[src/rtl/enemy_move_sched_pkg.sv]
// Shared types and constants for the enemy-tank move scheduler.
package enemy_move_sched_pkg;

  typedef enum logic [2:0] {
    S_IDLE,
    S_CHECK,
    S_WR_DST,
    S_WR_SRC,
    S_REPLY,
    S_CLR
  } state_t;

  localparam int TILE_EMPTY    = 0;
  localparam int MAP_DEPTH_DEF = 192;

endpackage

[src/rtl/enemy_req_arbiter.sv]
// Picks one move requester, searching upward (with wrap) from ptr_i.
// A zero pointer gives plain fixed priority, lowest index first.
module enemy_req_arbiter #(
  parameter int N_REQ = 4,
  parameter int IDX_W = 2
) (
  input  logic [N_REQ-1:0] req_i,
  input  logic [IDX_W-1:0] ptr_i,
  output logic [N_REQ-1:0] grant_o,
  output logic [IDX_W-1:0] idx_o,
  output logic             vld_o
);

  int j;

  always_comb begin
    vld_o = 1'b0;
    idx_o = '0;
    j     = 0;
    for (int i = 0; i < N_REQ; i++) begin
      j = int'(ptr_i) + i;
      if (j >= N_REQ) j = j - N_REQ;
      if (!vld_o && req_i[j]) begin
        vld_o = 1'b1;
        idx_o = IDX_W'(j);
      end
    end
    grant_o = vld_o ? (N_REQ'(1) << idx_o) : '0;
  end

endmodule

[src/rtl/enemy_move_sched.sv]
// Serialises enemy-tank moves and bullet tile-clears onto one map RAM port.
// ENEMY_RR_ARB_EN selects round-robin arbitration; otherwise fixed priority.
module enemy_move_sched
  import enemy_move_sched_pkg::*;
#(
  parameter int N_REQ     = 4,
  parameter int ADDR_W    = 8,
  parameter int DATA_W    = 3,
  parameter int MAP_DEPTH = MAP_DEPTH_DEF
) (
  input  logic                    clk,
  input  logic                    rst,
  input  logic [N_REQ-1:0]        req,
  input  logic [N_REQ*ADDR_W-1:0] src_addr,
  input  logic [N_REQ*ADDR_W-1:0] dst_addr,
  output logic [N_REQ-1:0]        ack,
  output logic                    ok,
  input  logic                    clr_req,
  input  logic [ADDR_W-1:0]       clr_addr,
  output logic                    clr_ack,
  output logic [ADDR_W-1:0]       ram_rd_addr,
  input  logic [DATA_W-1:0]       ram_rd_data,
  output logic [ADDR_W-1:0]       ram_wr_addr,
  output logic [DATA_W-1:0]       ram_wr_data,
  output logic                    ram_we,
  output logic                    busy
);

  localparam int IDX_W = (N_REQ > 1) ? $clog2(N_REQ) : 1;

  state_t             state_q, state_d;
  logic [IDX_W-1:0]   gnt_idx_q, gnt_idx_d;
  logic [N_REQ-1:0]   gnt_oh_q, gnt_oh_d;
  logic [ADDR_W-1:0]  src_q, src_d;
  logic [ADDR_W-1:0]  dst_q, dst_d;
  logic               ok_q, ok_d;

  logic [N_REQ-1:0]   arb_oh;
  logic [IDX_W-1:0]   arb_idx;
  logic               arb_vld;
  logic [IDX_W-1:0]   ptr;
  logic               reject;

`ifdef ENEMY_RR_ARB_EN
  logic [IDX_W-1:0]   ptr_q, ptr_d;
  assign ptr = ptr_q;
`else
  assign ptr = '0;
`endif

  enemy_req_arbiter #(.N_REQ(N_REQ), .IDX_W(IDX_W)) u_arb (
    .req_i   (req),
    .ptr_i   (ptr),
    .grant_o (arb_oh),
    .idx_o   (arb_idx),
    .vld_o   (arb_vld)
  );

  // Out-of-map, null moves and occupied targets are all refused.
  assign reject = (32'(dst_q) >= 32'(MAP_DEPTH)) || (32'(src_q) >= 32'(MAP_DEPTH)) ||
                  (src_q == dst_q) || (ram_rd_data != DATA_W'(TILE_EMPTY));

  assign busy = (state_q != S_IDLE);

  always_comb begin
    state_d     = state_q;
    gnt_idx_d   = gnt_idx_q;
    gnt_oh_d    = gnt_oh_q;
    src_d       = src_q;
    dst_d       = dst_q;
    ok_d        = ok_q;
`ifdef ENEMY_RR_ARB_EN
    ptr_d       = ptr_q;
`endif
    ack         = '0;
    ok          = 1'b0;
    clr_ack     = 1'b0;
    ram_we      = 1'b0;
    ram_rd_addr = '0;
    ram_wr_addr = '0;
    ram_wr_data = '0;

    case (state_q)
      S_IDLE: begin
        if (clr_req) begin
          state_d = S_CLR;
        end else if (arb_vld) begin
          gnt_idx_d = arb_idx;
          gnt_oh_d  = arb_oh;
          src_d     = src_addr[int'(arb_idx)*ADDR_W +: ADDR_W];
          dst_d     = dst_addr[int'(arb_idx)*ADDR_W +: ADDR_W];
          state_d   = S_CHECK;
        end
      end
      S_CLR: begin
        ram_we      = (32'(clr_addr) < 32'(MAP_DEPTH));
        ram_wr_addr = clr_addr;
        ram_wr_data = DATA_W'(TILE_EMPTY);
        clr_ack     = 1'b1;
        state_d     = S_IDLE;
      end
      S_CHECK: begin
        ram_rd_addr = dst_q;
        ok_d        = !reject;
        state_d     = reject ? S_REPLY : S_WR_DST;
      end
      S_WR_DST: begin
        ram_we      = 1'b1;
        ram_wr_addr = dst_q;
        ram_wr_data = DATA_W'(32'(gnt_idx_q) + 1);
        state_d     = S_WR_SRC;
      end
      S_WR_SRC: begin
        ram_we      = 1'b1;
        ram_wr_addr = src_q;
        ram_wr_data = DATA_W'(TILE_EMPTY);
        state_d     = S_REPLY;
      end
      S_REPLY: begin
        ack     = gnt_oh_q;
        ok      = ok_q;
`ifdef ENEMY_RR_ARB_EN
        ptr_d   = (32'(gnt_idx_q) == N_REQ - 1) ? '0 : IDX_W'(32'(gnt_idx_q) + 1);
`endif
        state_d = S_IDLE;
      end
      default: state_d = S_IDLE;
    endcase
  end

  always_ff @(posedge clk or posedge rst) begin
    if (rst) begin
      state_q   <= S_IDLE;
      gnt_idx_q <= '0;
      gnt_oh_q  <= '0;
      src_q     <= '0;
      dst_q     <= '0;
      ok_q      <= 1'b0;
`ifdef ENEMY_RR_ARB_EN
      ptr_q     <= '0;
`endif
    end else begin
      state_q   <= state_d;
      gnt_idx_q <= gnt_idx_d;
      gnt_oh_q  <= gnt_oh_d;
      src_q     <= src_d;
      dst_q     <= dst_d;
      ok_q      <= ok_d;
`ifdef ENEMY_RR_ARB_EN
      ptr_q     <= ptr_d;
`endif
    end
  end

endmodule
[config.mk]
export PLATFORM = sky130hd
export DESIGN_NAME = enemy_move_sched
export DESIGN_NICKNAME = d
export VERILOG_FILES = /design/src/rtl/enemy_move_sched_pkg.sv /design/src/rtl/enemy_req_arbiter.sv /design/src/rtl/enemy_move_sched.sv
export SDC_FILE = /design/constraint.sdc
export NUM_CORES = 1
export LEC_CHECK = 0
export CELL_PAD_IN_SITES_DETAIL_PLACEMENT = 0
export CELL_PAD_IN_SITES_GLOBAL_PLACEMENT = 1
export CORE_ASPECT_RATIO = 2
export CORE_MARGIN = 1.5
export CORE_UTILIZATION = 29
export CTS_CLUSTER_SIZE = 40
export DETAILED_ROUTE_END_ITERATION = 10
export GPL_TIMING_DRIVEN = 0
export PLACE_DENSITY = 0.87
export SYNTH_ARGS = -nofsm -noshare
export SYNTH_HDL_FRONTEND = slang
export SYNTH_HIERARCHICAL = 1
export SYNTH_SLANG_ARGS = --single-unit
[constraint.sdc]
create_clock -name clk -period 1.8 [get_ports clk]
set_clock_uncertainty 0.1 [all_clocks]
set_input_delay 0.27 -clock clk [delete_from_list [all_inputs] [get_ports clk]]
set_output_delay 0.27 -clock clk [all_outputs]
set_load 0.1 [all_outputs]
==> flow_metrics.env <==
export IMPL_final_setup_tns_ns=-0.951
export IMPL_cts_buffers=3
export IMPL_whs_ns=0.298
export IMPL_grt_start_max_net_pins=27
export IMPL_io_pins=109
export IMPL_vdd_drop_max_mv=0.505
export IMPL_place_congestion=0.754
export IMPL_critPathKind="reg -> out"
export IMPL_synth_commonest_cells="dfrtp_1, mux2_2, nand2_1, and2_1, mux4_2"
export IMPL_layout_drive_gt1_share_pct=48.1
export IMPL_synth_top_cell_area_share_pct=32.5
export IMPL_floorplan_initialDensity_pct=30.0
export IMPL_fin_nets=402
export IMPL_placementRows=42
export IMPL_min_path_type="in -> reg"
export IMPL_p_per_area_nw_per_um2=1460
export IMPL_diodes=0
export IMPL_grt_overflow=0
export IMPL_cp_max_fo=5
export IMPL_synth_warnings=6
export IMPL_synthArstFlopShare_pct=100
export IMPL_ys_flop_type="dfrtp_1"
export IMPL_setup_viol=20
export IMPL_cts_sinks=26
export IMPL_seq_area_frac_synth_pct=32.5
export IMPL_end_kind="output port"
export IMPL_slowest_stage="dfrtp_2"
export IMPL_rsz0062_at_grt="yes"
export IMPL_cts_tree="built"
export IMPL_setup_ws_ns=-0.0830
export IMPL_drc=0
export IMPL_vias=1983
export IMPL_nFillCells=573
export IMPL_register_area_sq_um=654
export IMPL_worstPathCellList="buf_6 -> nor3b_4 -> and2_4 -> buf_12"
export IMPL_synth_edff_count=0
export IMPL_dieArea_sq_um=7450
export IMPL_core_area_sq_um=6670
export IMPL_syn_inst=183
export IMPL_final_util_pct=59.8
export IMPL_avgSynthCellArea_sq_um=10.9
export IMPL_synth_area_sq_um=2000
export IMPL_cts_reportedPaths_clkPinSlew_ns=0.06
export IMPL_antenna_found_initial=0
export IMPL_slew_violations=0
export IMPL_cp_start_kind="flop"
export IMPL_hold_viol=0
export IMPL_maxSlewHeadroom_pct=35.8
export IMPL_maxCapViolations=0
export IMPL_io_buffers=107
export IMPL_grt_pass1_vias=2048
export IMPL_cts_root_buf="clkbuf_16"
export IMPL_multi_input_area_sq_um=1520
export IMPL_netlist_top_cells_area="dfrtp_1, mux4_2, mux2_2"
export IMPL_crit_required_ns=1.43
export IMPL_critPathBufInv=2
export IMPL_outcome="complete, but fails checks"
export IMPL_grt_pass1_wl_um=9830
export IMPL_synth_most_common_cell="dfrtp_1"
export IMPL_synth_top_area_cell="dfrtp_1"
export IMPL_drt_wl_total_um=6220
export IMPL_antenna_left=0
export IMPL_tightest_slew_ns=0.962
export IMPL_fin_crit_ns=1.88
export IMPL_cpLargestDelayFamily="simple AND/OR/NAND/NOR gates"
export IMPL_worstPathArrival_ns=1.51
export IMPL_yosys_register_bits=26
export IMPL_drt_iter0_drc=41
export IMPL_dieHeight_um=121
export IMPL_cpPeakStageDelay_ns=0.45
export IMPL_fmax_mhz=531
export IMPL_p_leak_nw=1.62
export IMPL_cts_max_level=1
export IMPL_violations="negative setup slack"
export IMPL_first_pass_iters=5
export IMPL_min_period_over_period_pct=105
export IMPL_yosysUniqueCellTypes=41
export IMPL_grt_usage_pct=17.6
export IMPL_dp_hpwl_um=4820
export IMPL_ctsLongestPathBuffers=2
export IMPL_die_w_um=61.8
export IMPL_synthToLayoutAreaGrowth_pct=99.2
export IMPL_routed_via_density=4.88
export IMPL_clk_insertion_delay_late_ns=0.25
export IMPL_wire_per_inst_um=15.3
## metal layers
metal / global-route usage [%] / up-vias / part of all wire, %
met5: 0 / - / 0
met4: 7.05 / 0 / 3.0
met3: 1.18 / 13 / 3.8
met2: 33.6 / 84 / 60
met1: 18.5 / 951 / 33
li1: - / 935 / -
## worst paths after layout
check / from / to / slack [ns] / depth (start not counted)
setup / recovery: state_q[0] / ack[0] / -0.08 / 4
hold / removal: req[0] / state_q[0] / 0.30 / 4
setup reg to reg: state_q[2] / src_q[1] / 0.15 / 4
hold reg to reg: gnt_oh_q[0] / gnt_oh_q[0] / 0.41 / 1
max in group asynchronous: rst / state_q[1] / 0.51 / 2
min in group asynchronous: rst / state_q[0] / 0.44 / 2
## cell type report
class                      count  area share (%)
multi-input combinational    147            38.2
sequential                    26            16.4
timing repair buffer         124            36.8
tap                           88            2.76
clock buffer                   4            2.23
inverter                       7           0.659
buffer                        10            2.98
## state kept, by name (all words and copies together), names as in the netlist
register,count
src_q,8
state_q,3
gnt_oh_q,4
gnt_idx_q,2
dst_q,8
ok_q,1
## tightest hold or removal path, delay by kind of cell
kind / cells / cell delay [ns]
buffers and inverters: 1 / 0.10
AO/OA/AOI/OAI: 1 / 0.12
AND/OR/NAND/NOR: 2 / 0.13
## metrics by stage
step / cell area (sq um) / worst slack (ns) / total power [mW] / std cells
final: 3990 / -0.0830 / 5.82 / 406
after global routing: 3990 / -0.134 / 6.10 / 406
after CTS: 3870 / -0.113 / 5.65 / 403
after detailed placement: 3390 / -1.16 / 4.45 / 385
after global placement: 3390 / -1.14 / 4.41 / 385
after floorplan: 2210 / -0.152 / 3.69 / 190
## repair_timing
action | in CTS | in global routing
setup endpoints to repair | 49 | 36
hold buffers | 0 | 0
pin swaps | 3 | 6
cloned | 3 | 0
resized for setup | 275 | 24
buffers inserted | 13 | 3
## cells in the final DEF (no fill, tap or decap), types with 3 or more instances in the layout
master	synthesis	layout
mux2i_2	0	6
conb_1	1	8
buf_6	1	14
clkdlybuf4s50_1	0	77
nand2_1	15	6
mux4_2	12	16
a21oi_1	6	5
nor2_1	9	6
inv_1	7	6
dfrtp_2	0	3
o21ai_0	11	3
and2_4	0	13
buf_12	1	24
nand2_2	0	9
mux2_4	0	4
mux2_2	22	18
xnor2_1	8	8
clkbuf_16	0	4
o21ai_4	0	8
nand2b_4	0	5
dfrtp_1	26	23
buf_4	1	12
buf_2	5	4
## kinds of logic after synthesis
kind of cell             after synthesis  share of synthesized area, %
AND/OR/NAND/NOR                       54                          13.9
flip-flops                            26                          32.5
AO/OA/AOI/OAI                         29                          9.18
other                                  1                         0.187
multiplexers                          46                          35.1
adder cells (fa/ha/maj)                1                         0.625
buffers and inverters                 18                          5.06
XOR/XNOR                               8                          3.50
## power breakdown
part           switching, mW  leakage (nW)  internal (mW)
Sequential             0.346         0.313          0.875
Combinational           2.18          1.27           1.90
Clock                  0.187        0.0442          0.340
No activity file was read; power rests on OpenSTA's default activity.
==> RTL change 1, RTL diff (config.mk and constraints unchanged) <==
The option `ENEMY_RR_ARB_EN` is turned on by a define.
--- a/src/rtl/enemy_move_sched.sv
+++ b/src/rtl/enemy_move_sched.sv
@@ -1,4 +1,6 @@
 // Serialises enemy-tank moves and bullet tile-clears onto one map RAM port.
 // ENEMY_RR_ARB_EN selects round-robin arbitration; otherwise fixed priority.
+`define ENEMY_RR_ARB_EN
+
 module enemy_move_sched
   import enemy_move_sched_pkg::*;
Behaviour: not the same (Yosys sat finds a counterexample within 10 cycles, from zero or initial values and one cycle with rst high).
==> RTL change 1 against the unedited design <==
Worst setup slack lost 0.22 ns; routed wire length grew 12%; count of clock-buffer cells in the layout is the same; cell area grew 11%; sequential cell count grew 2; power grew 29%; via count grew 3.5%; largest cell class unchanged; the run still ends with setup timing left; largest power group unchanged; area after synthesis grew 8.3%.
==> RTL change 1: results (changes against the unedited design) <==
metric	value	unit	change
seqCellArea	704	sq um	+7.6%
slowest_stage	mux4_2		
buf_share	42.6	%	+2.9 points
worstHoldStart	req[1]		
synthTopCellsByCount	dfrtp_1, mux2_4, mux4_2		
place_congestion	0.738		-2.1%
grt_max_degree	29		+7.4%
wl_per_cell	16.7	um	+8.7%
drive_gt1_share	51.2	%	+3.1 points
slowest_delay	0.51	ns	+0.06 ns
ys_seq_area_share	32.3	%	-0.18 points
syn_area_per_cell	11.5	sq um	+5.4%
drt-initial-drc-count	25		-39%
setup_ws	-0.303	ns	-0.220 ns
ir_drop	0.704	mV	+39%
num_vias	2053		+3.5%
critical-path-top-delay-family	multiplexers		
r2r_cells	6		+2
clock_buffers	4		unchanged
drt-pass1-iter-count	6		+1
yosysUniqueCellTypes	39		-4.9%
r2r-start	ptr[1]$_DFFE_PP0N_		
clock_area_share	2.00	%	-0.23 points
multi_input_area_share	36.2	%	-2.0 points
non_clock_buffer_count	150		+12%
final_nets	412		+2.5%
grt_pass1_wl	10.9	mm	+11%
dieArea	0.00804	sq mm	+8.0%
nMultiInputCombCells	139		-5.4%
crit_arrival	2.16	ns	+0.65 ns
antenna_cells	0		unchanged
finalSetupViolCount	47		+140%
filler_cell_count	585		+2.1%
violations	setup timing		
dp_hpwl	5.07	mm	+5.3%
power.leakage	0.00188	uW	+16%
dpl_cell_area	0.00354	sq mm	+4.6%
dpl.cell_count	387		+0.52%
post_drt_via_cell_ratio	4.89		about the same
grt_pass1_vias	2157		+5.3%
status	finished with violations		
final_cell_area	0.00444	sq mm	+11%
top_area_cell_class	non-clock buffers		
crit_fanout	10		+5
worstSetupEndpoint	dst_q[1]$_DFFE_PP0P_		
synth_area_leaders	dfrtp_1, mux4_2, mux2_4, and2_1, mux2i_1		
worstMarginPinSlew	1.05	ns	+0.0840 ns
-- RTL change 1: report_power, final --
part | internal (uW) | switching (uW) | leakage, uW
Sequential | 945 | 367 | 0.000336
Clock | 341 | 209 | 0.0000442
Combinational | 2910 | 2710 | 0.00150
-- RTL change 1: cells by family after synthesis --
group / Yosys count / share of synthesized area (%)
AND/OR/NAND/NOR: 55 / 13.7
multiplexers: 48 / 36.2
flip-flops: 28 / 32.3
AO/OA/AOI/OAI: 27 / 7.84
buffers and inverters: 21 / 6.17
XOR/XNOR: 8 / 3.23
adder cells (fa/ha/maj): 1 / 0.577
-- RTL change 1: worst min path at each step --
stage	to	slack [ns]
floorplan	dst_q[0]$_DFFE_PP0P_	0.24
global placement	ok_q$_DFFE_PP0N_	0.37
detailed placement	ok_q$_DFFE_PP0N_	0.37
CTS	gnt_oh_q[1]$_DFFE_PP0P_	0.38
finish	gnt_oh_q[1]$_DFFE_PP0P_	0.39
global route	ok_q$_DFFE_PP0N_	0.42
-- RTL change 1: stage by stage --
stage,TNS (ns),setup slack (ns)
2_1_floorplan,-9.14,-0.380
3_3_place_gp,-41.53,-1.12
3_5_place_dp,-42.59,-1.13
4_1_cts,-8.72,-0.322
5_1_grt,-10.72,-0.369
6_report,-8.42,-0.303
-- RTL change 1: routing by layer --
metal	vias up	global-route usage (%)	part of all wire, %
li1	975	-	-
met1	1002	18.2	33
met2	68	34.6	62
met3	8	0.629	2.9
met4	0	7.13	2.1
met5	-	0	0
-- RTL change 1: what timing repair did --
item / CTS / global route
buffers inserted: 19 / 6
endpoints found under the setup margin: 52 / 49
hold buffers: 0 / 0
gates resized for setup: 288 / 24
pin swaps: 8 / 18
cloned: 3 / 2
-- RTL change 1: tightest hold or removal path, stage by stage --
cell and delay, ns:
buf_2 0.16, o211a_1 0.16, mux2_4 0.13
==> RTL change 2, RTL diff (same settings) <==
Without the edit above. Re-encode `state_t` (6 states) as one-hot, 6 bits wide.
--- a/src/rtl/enemy_move_sched_pkg.sv
+++ b/src/rtl/enemy_move_sched_pkg.sv
@@ -2,11 +2,11 @@
 package enemy_move_sched_pkg;
 
-  typedef enum logic [2:0] {
-    S_IDLE,
-    S_CHECK,
-    S_WR_DST,
-    S_WR_SRC,
-    S_REPLY,
-    S_CLR
+  typedef enum logic [5:0] {
+    S_IDLE   = 6'b000001,
+    S_CHECK  = 6'b000010,
+    S_WR_DST = 6'b000100,
+    S_WR_SRC = 6'b001000,
+    S_REPLY  = 6'b010000,
+    S_CLR    = 6'b100000
   } state_t;
 
Function: no difference found for any inputs over 10 cycles, from zero or initial values and one cycle with rst high; not proved beyond that.
==> RTL change 2 against the unedited design <==
Cell area increased by 1.3%; die area is 7.3% higher; the flow still finishes with violations (setup timing); core utilization decreased by 3.7 points; power down 18%; worst setup slack got worse by 0.59 ns; largest cell class unchanged; combinational power is 34% lower; routed wire length is 6.8% higher; sequential cell count is 3 higher; area after synthesis rose by 7.6%.
==> RTL change 2: results (changes against the unedited design) <==
metric	value	unit	change
violations	setup timing		
final_cells	408		+0.49%
ir_drop	0.422	mV	-16%
place_ws	-1.61	ns	-0.455 ns
slowest_stage	or4_4		
cts_buffers	5		+2
synth_compound_area_share	10.2	%	+0.97 points
place_congestion	0.816		+8.2%
grt_util_all_layers	16.5	%	-1.1 points
crit_fanout	4		-1
yosysUniqueCellTypes	43		+4.9%
switchingPower	1870	uW	-31%
drt_wl_total	6.64	mm	+6.8%
drive_gt1_share	42.7	%	-5.4 points
setup_ws	-0.671	ns	-0.588 ns
grt_pass1_wl	10.1	mm	+3.3%
setup_tns	-28.86	ns	-27.90 ns
power.leakage	0.00175	uW	+8.1%
crit_arrival	2.10	ns	+0.59 ns
fin_hold_ws	0.387	ns	+0.0889 ns
grt_max_degree	30		+11%
h-tree-depth	2		+1
worstHoldStart	req[1]		
top_regs	dst_q x8, src_q x8, state_q x6		
startpoint	state_q[3]$_DFFE_PP0P_		
wl_met2	4.06	mm	+8.9%
r2r_cells	9		+5
wl_met1	2.12	mm	+2.6%
dpl_cell_area	0.00343	sq mm	+1.2%
synthTopCellsByCount	dfrtp_1, mux2_4, mux4_2		
hold-path-endpoint	gnt_oh_q[1]$_DFFE_PP0P_		
relSlewSlack	28.2	%	-7.6 points
finalSetupViolCount	51		+160%
clock_latency	0.27	ns	+0.02 ns
status	finished with violations		
slowest_delay	0.56	ns	+0.11 ns
drt-initial-drc-count	66		+61%
## RTL change 2: changes by cell type after synthesis, sizes merged, moves of 3 or more
cell	change
inv	+8
nand2	-11
nor3b	+3
a222oi	+8
nor2	-3
mux2i	-8
and3	-3
o21ai	-8
## RTL change 2: area by class of cell
class	count	area, sq um	area share, %
plain buffers	12	118	2.91
clock buffers	8	136	3.37
inverters	15	56.3	1.39
multi-input cells	132	1420	35.1
flip-flops and latches	29	729	18.0
well taps	92	115	2.85
repair buffers	120	1470	36.3
## RTL change 2: power groups by stage
stage	sequential, uW	combinational, uW	clock [uW]
floorplan	1210	1860	0
global placement	1310	2300	0
detailed placement	1330	2340	0
CTS	1320	2660	785
global route	1370	2840	826
finish	1330	2690	769
## RTL change 2: per-stage QoR
step	power [uW]	util (%)
5_1_grt	5030	56.1
4_1_cts	4760	54.9
6_report	4780	56.1
3_3_place_gp	3610	47.6
2_1_floorplan	3070	-
3_5_place_dp	3670	47.6
